### config.mk
export PLATFORM = sky130hd
export DESIGN_NAME = clk_div_prog
export DESIGN_NICKNAME = d
export VERILOG_FILES = /design/src/rtl/clk_div_prog.sv
export SDC_FILE = /design/constraint.sdc
export NUM_CORES = 1
export LEC_CHECK = 0
export ABC_CLOCK_PERIOD_IN_PS = 3750
export CELL_PAD_IN_SITES_DETAIL_PLACEMENT = 1
export CELL_PAD_IN_SITES_GLOBAL_PLACEMENT = 1
export CORE_MARGIN = 5
export CORE_UTILIZATION = 35
export DETAILED_ROUTE_END_ITERATION = 7
export PLACE_DENSITY_LB_ADDON = 0.1
export SLEW_MARGIN = 20
export SYNTH_ARGS = -nofsm -noshare
export SYNTH_HDL_FRONTEND = slang
export SYNTH_SLANG_ARGS = --single-unit
### constraint.sdc
create_clock -name i_ref_clk -period 3.75 [get_ports i_ref_clk]
set_input_delay 0.375 -clock i_ref_clk [delete_from_list [all_inputs] [get_ports i_ref_clk]]
set_output_delay 0.375 -clock i_ref_clk [all_outputs]
set_load 0.01 [all_outputs]
### src/rtl/clk_div_prog.sv
// Programmable integer clock divider: divided clock plus rise strobe, ratio changes only at period boundaries.
// Latency: start on the edge that samples i_clk_en; a new ratio takes effect at the next rising boundary (IDLE: next edge).
// Backpressure: none; a second ratio load before apply overwrites the shadow; stop waits for the end of the low phase.
//
// Ports:
//   i_ref_clk    reference clock, all flops on its rising edge
//   i_rst_n      asynchronous active-low reset
//   i_clk_en     run request
//   i_div_ratio  new ratio N, captured when i_ratio_vld=1
//   i_ratio_vld  one-cycle load strobe
//   o_ratio_ack  one-cycle pulse when the pending ratio becomes active
//   o_busy       a loaded ratio is pending
//   o_div_clk    divided clock
//   o_rise_pls   high for the ref cycle in which o_div_clk rises
//
// Optional build macro: CLKDIV_BYPASS_EN -- when idle and enabled with an
// active ratio of 0 or 1, o_div_clk passes i_ref_clk straight through.

module clk_div_prog #(
   parameter int RATIO_W   = 8,
   parameter int RST_RATIO = 2
) (
   input  logic               i_ref_clk,
   input  logic               i_rst_n,
   input  logic               i_clk_en,
   input  logic [RATIO_W-1:0] i_div_ratio,
   input  logic               i_ratio_vld,
   output logic               o_ratio_ack,
   output logic               o_busy,
   output logic               o_div_clk,
   output logic               o_rise_pls
);

   localparam logic [1:0] ST_IDLE = 2'd0;
   localparam logic [1:0] ST_HI   = 2'd1;
   localparam logic [1:0] ST_LO   = 2'd2;

   localparam logic [RATIO_W-1:0] RATIO_ONE = RATIO_W'(1);
   localparam logic [RATIO_W-1:0] RATIO_TWO = RATIO_W'(2);
   localparam logic [RATIO_W-1:0] RATIO_RST = RATIO_W'(RST_RATIO);

   logic [1:0]         state_q, state_d;
   logic [RATIO_W-1:0] cnt_q, cnt_d;
   logic [RATIO_W-1:0] ratio_q, ratio_d;
   logic [RATIO_W-1:0] shadow_q;
   logic               pend_q;
   logic               div_q, div_d;
   logic               rise_q, rise_d;
   logic               ack_q;
   logic               apply;

   logic [RATIO_W-1:0] hi_len;
   logic [RATIO_W-1:0] lo_len;
   logic [RATIO_W-1:0] eff_ratio;
   logic               hi_last;
   logic               lo_last;

   // High phase is ceil(N/2), low phase floor(N/2): odd ratios get the
   // extra cycle on the high side.
   assign hi_len    = ratio_q - (ratio_q >> 1);
   assign lo_len    = ratio_q >> 1;
   assign hi_last   = (cnt_q == (hi_len - RATIO_ONE));
   assign lo_last   = (cnt_q == (lo_len - RATIO_ONE));
   // Ratio that will be active after any apply happening on this edge.
   assign eff_ratio = pend_q ? shadow_q : ratio_q;

   always_comb begin
      state_d = state_q;
      cnt_d   = cnt_q;
      div_d   = div_q;
      rise_d  = 1'b0;
      apply   = 1'b0;
      ratio_d = ratio_q;
      case (state_q)
         ST_IDLE: begin
            div_d = 1'b0;
            apply = pend_q;
            if (i_clk_en && (eff_ratio >= RATIO_TWO)) begin
               state_d = ST_HI;
               div_d   = 1'b1;
               rise_d  = 1'b1;
               cnt_d   = '0;
            end
         end
         ST_HI: begin
            if (hi_last) begin
               state_d = ST_LO;
               div_d   = 1'b0;
               cnt_d   = '0;
            end else begin
               cnt_d = cnt_q + RATIO_ONE;
            end
         end
         ST_LO: begin
            if (lo_last) begin
               cnt_d   = '0;
               state_d = ST_IDLE;
               // Only a continuing run is a boundary; a stop leaves any
               // pending ratio for the IDLE apply on the next edge.
               if (i_clk_en) begin
                  apply = pend_q;
                  if (eff_ratio >= RATIO_TWO) begin
                     state_d = ST_HI;
                     div_d   = 1'b1;
                     rise_d  = 1'b1;
                  end
               end
            end else begin
               cnt_d = cnt_q + RATIO_ONE;
            end
         end
         default: begin
            state_d = ST_IDLE;
            div_d   = 1'b0;
            cnt_d   = '0;
         end
      endcase
      if (apply) begin
         ratio_d = shadow_q;
      end
   end

   always_ff @(posedge i_ref_clk or negedge i_rst_n) begin
      if (!i_rst_n) begin
         state_q  <= ST_IDLE;
         cnt_q    <= '0;
         ratio_q  <= RATIO_RST;
         shadow_q <= '0;
         pend_q   <= 1'b0;
         div_q    <= 1'b0;
         rise_q   <= 1'b0;
         ack_q    <= 1'b0;
      end else begin
         state_q <= state_d;
         cnt_q   <= cnt_d;
         ratio_q <= ratio_d;
         div_q   <= div_d;
         rise_q  <= rise_d;
         ack_q   <= apply;
         if (i_ratio_vld) begin
            shadow_q <= i_div_ratio;
         end
         // A load on the apply edge itself re-arms pending for the next boundary.
         pend_q <= i_ratio_vld | (pend_q & ~apply);
      end
   end

   assign o_ratio_ack = ack_q;
   assign o_busy      = pend_q;
   assign o_rise_pls  = rise_q;

`ifdef CLKDIV_BYPASS_EN
   assign o_div_clk = ((state_q == ST_IDLE) && i_clk_en && (ratio_q < RATIO_TWO)) ?
                      i_ref_clk : div_q;
`else
   assign o_div_clk = div_q;
`endif

endmodule

==> impl_results.rst <==
.. list-table::
   :header-rows: 1

   * - Metric
     - Value
   * - Die area
     - slightly above 8000 µm²
   * - Overall Global Routing Usage
     - 0.131
   * - First DRT Iteration DRCs
     - 39
   * - Result of the run
     - completed
   * - Clock Path Buffers
     - 2
   * - Fraction of post-synthesis cell area in the top cell type by area
     - 0.324
   * - Number of distinct library cells after synthesis
     - 52
   * - Diode insertion count for antenna repair
     - 0
   * - 1st-pass router iterations
     - 4
   * - Post-CTS repair timing setup buffer count
     - 0
   * - Path type of the worst setup path
     - flop to flop
   * - Number of max-slew violations in the final report
     - 0
   * - Power density over cell area
     - 266 nW/µm²
   * - Internal Dissipation
     - 537 µW
   * - Routed wire length per instance
     - 16.0 µm
   * - Dpl hpwl
     - 3.87 mm
   * - Root buffer cell
     - sky130_fd_sc_hd__clkbuf_8
   * - Critical Path End
     - cnt_q[3]
   * - Setup TNS Final
     - 0 ns
   * - Count of flip-flops with a built-in enable after synthesis
     - 0
   * - Count of hold buffers inserted by post-cts repair
     - 0
   * - Final setup viols
     - 0
   * - Final period demand of the worst path
     - 2.97 ns
   * - Number of port buffers
     - 15
   * - Category of the worst setup path launch point
     - flop
   * - Remaining antenna violation count after routing
     - 0
   * - Total leakage power
     - 0.00104 µW
   * - Weighted congestion at the end of routability-driven global placement
     - 0.741
   * - Post-synthesis async set-or-reset flop share
     - 1.00
   * - Sequential share of power
     - 0.499
   * - Vias in the first global route
     - roughly 1700
   * - Initial core utilization
     - 0.357
   * - Critical path startpoint
     - ratio_q[1]
   * - Required time of the critical path
     - 3.94 ns
   * - Highest clock frequency the design can meet
     - 337 MHz
   * - Final Util
     - 0.407
   * - Slew margin rel.
     - 0.612
   * - Filler cell count in the final layout
     - 721
   * - Max-cap check violation count
     - 0
   * - Part of the cycle the worst path needs
     - 0.792
   * - Mean Syn Cell Area
     - 10.2 µm²
   * - Largest net degree at the start of global routing
     - 31
   * - Final routed wirelength across all metal layers
     - 4.99 mm
   * - TritonCTS clock tree
     - done
   * - Vias
     - 1579
   * - Clock group share of total power
     - 0.454
   * - Logic pwr share
     - 0.047
   * - Most frequent cells in the layout
     - sky130_fd_sc_hd__dfrtp_1 (29), sky130_fd_sc_hd__ha_1 (20), sky130_fd_sc_hd__nand2_1 (17)
   * - Max IR drop VDD
     - 0.194 mV
   * - Horizontal die dimension
     - 90.0 µm
   * - Worst reg2reg endpoint
     - cnt_q[3]
   * - Wire length of the first global-routing pass
     - about 8.8 mm
   * - Synth area leader
     - sky130_fd_sc_hd__dfrtp_1
   * - Remaining DRCs
     - 0
   * - Area of the multi-input gates
     - 1380 µm²
   * - Share of post-route cells with drive strength above 1
     - 0.170
   * - Unrepaired setup endpoints after global routing
     - no
   * - Number of nets in the final layout
     - 267
   * - Gate count after technology mapping
     - 220
   * - Synthesis-stage register bit count
     - 30
   * - Clock-pin slew on the worst setup and hold paths
     - 0.07 ns
   * - Crit end category
     - flop
   * - Max Clock Skew
     - between 0.004 and 0.005 ns
   * - Largest cells by area after synthesis
     - sky130_fd_sc_hd__dfrtp_1 (32%), sky130_fd_sc_hd__ha_1 (11%), sky130_fd_sc_hd__mux2_4 (6.0%)
   * - Post-synthesis cell area
     - 2240 µm²
   * - Syn. warnings
     - 0
   * - Net load switching power
     - about 140 µW
   * - Most frequent standard cell in the layout excluding fill and tap cells
     - sky130_fd_sc_hd__dfrtp_1
   * - Antenna violations before repair
     - 0
   * - CTS-repair resized insts
     - 0
   * - Y dimension of the die
     - 90.0 µm
   * - Sw frac
     - 0.210
   * - Launch instance of the worst register-to-register path
     - ratio_q[1]
   * - Slew of the pin with the lowest slew margin
     - between 0.5 and 0.6 ns
   * - Clock latency at the later pin of the worst-skew pair
     - roughly 0.28 ns
   * - FP Rows
     - 29
   * - Number of buffers added by the clock tree synthesis step
     - 5
   * - Sinks on Clock Net
     - 30
   * - FF-to-FF setup slack
     - between 0.7 and 0.8 ns
   * - Cell depth of the worst flop-to-flop path
     - 10
   * - Post-Synthesis Net Count
     - 253
   * - I/O Pins
     - 16
   * - Dominant synthesized flop cell
     - sky130_fd_sc_hd__dfrtp_1
   * - H-tree level count
     - 2
   * - Floorplan core area
     - 6280 µm²
   * - CP Data Arrival Time
     - ~3.2 ns
   * - Number of hold violations in the final report
     - 0
   * - Part of the Yosys area used for sequential elements
     - 0.336
   * - Aggregate global routing overflow
     - 0
   * - Vias per Instance
     - around 5.1
   * - Peak fanout along the critical path
     - 8
   * - Hold WC Path Type
     - primary input to async pin
   * - Combined flip-flop and latch cell area
     - around 750 µm²
   * - Synth-to-layout area growth
     - 13.9%
[cell families (layout without fill, tap and decap cells)]
group / after synthesis / count (layout) / synth area share
compound gates: 36 / 36 / 0.130
xor+xnor: 21 / 21 / 0.0821
fa+ha+maj: 21 / 21 / 0.121
buf+inv: 25 / 40 / 0.0502
flops: 30 / 30 / 0.336
mux: 22 / 22 / 0.123
simple gates: 65 / 65 / 0.159
[through the flow]
stage               cells  cell area, µm²  setup slack (ns)  hold WS, ns  power (µW)
floorplan             220            2240              1.05       0.0794         355
global placement      304            2440             0.801        0.492         378
detailed placement    304            2440             0.757        0.498         378
CTS                   312            2550             0.745        0.506         691
global route          312            2550             0.534        0.525         709
finish                312            2550             0.779        0.495         680
[synth_stat cells, types with 3 or more instances]
master and instances:
sky130_fd_sc_hd__a21o_1 3, sky130_fd_sc_hd__a21oi_1 4, sky130_fd_sc_hd__buf_2 3, sky130_fd_sc_hd__clkbuf_1 4, sky130_fd_sc_hd__dfrtp_1 29, sky130_fd_sc_hd__ha_1 20
sky130_fd_sc_hd__inv_1 15, sky130_fd_sc_hd__mux2_2 8, sky130_fd_sc_hd__mux2_4 9, sky130_fd_sc_hd__mux2i_1 5, sky130_fd_sc_hd__nand2_1 17, sky130_fd_sc_hd__nand3_1 4
sky130_fd_sc_hd__nor2_1 13, sky130_fd_sc_hd__nor2b_1 5, sky130_fd_sc_hd__nor3_1 6, sky130_fd_sc_hd__nor4_1 4, sky130_fd_sc_hd__o211ai_1 6, sky130_fd_sc_hd__o21ai_1 6
sky130_fd_sc_hd__xnor2_1 15, sky130_fd_sc_hd__xor2_1 6
[metal layers]
layer	wire [µm]	vias up	track usage	part of all wire
li1	-	787	-	-
met1	2620	772	0.189	0.53
met2	2220	16	0.204	0.44
met3	99	4	0.0242	0.020
met4	50	0	0.0298	0.010
met5	0	-	0	0
[power by group through the flow]
stage / combinational, µW / clock [µW] / sequential, µW
final: 31.7 / 309 / 339
after CTS: 32.9 / 318 / 339
after global placement: 32.6 / 0 / 345
after detailed placement: 32.9 / 0 / 345
after global routing: 35.3 / 333 / 341
after floorplan: 12.3 / 0 / 343
[registers in the layout, summed over array words and instances, names as in the netlist]
name and cells:
cnt_q 8, ratio_q 8, shadow_q 8, state_q 2, o_busy 1, o_div_clk 1, o_ratio_ack 1, o_rise_pls 1
[worst max-delay path, stage by stage, from the launching register on]
cell,delay [ns]
sky130_fd_sc_hd__dfstp_2,0.62
sky130_fd_sc_hd__inv_1,0.08
sky130_fd_sc_hd__ha_1,0.22
sky130_fd_sc_hd__fa_1,0.40
sky130_fd_sc_hd__nor3b_1,0.15
sky130_fd_sc_hd__nor3_1,0.29
sky130_fd_sc_hd__mux2i_1,0.22
sky130_fd_sc_hd__mux2i_1,0.12
sky130_fd_sc_hd__a41oi_4,0.42
sky130_fd_sc_hd__o21ai_4,0.15
sky130_fd_sc_hd__o211ai_1,0.20
[how the worst min path moves through the flow]
stage                       end         from  slack, ns
floorplan              cnt_q[0]      i_rst_n       0.08
global placement     ratio_q[0]  shadow_q[0]       0.49
detailed placement   ratio_q[0]  shadow_q[0]       0.50
CTS                 shadow_q[1]      i_rst_n       0.51
global route        shadow_q[1]      i_rst_n       0.53
finish              shadow_q[1]      i_rst_n       0.50
[cell type report]
class	count	share of cell area
tap	77	0.0377
timing repair buffer	16	0.0618
multi-input combinational	165	0.539
inverter	16	0.0235
sequential	30	0.295
clock buffer	8	0.0431
(Power assumes the default switching activity.)
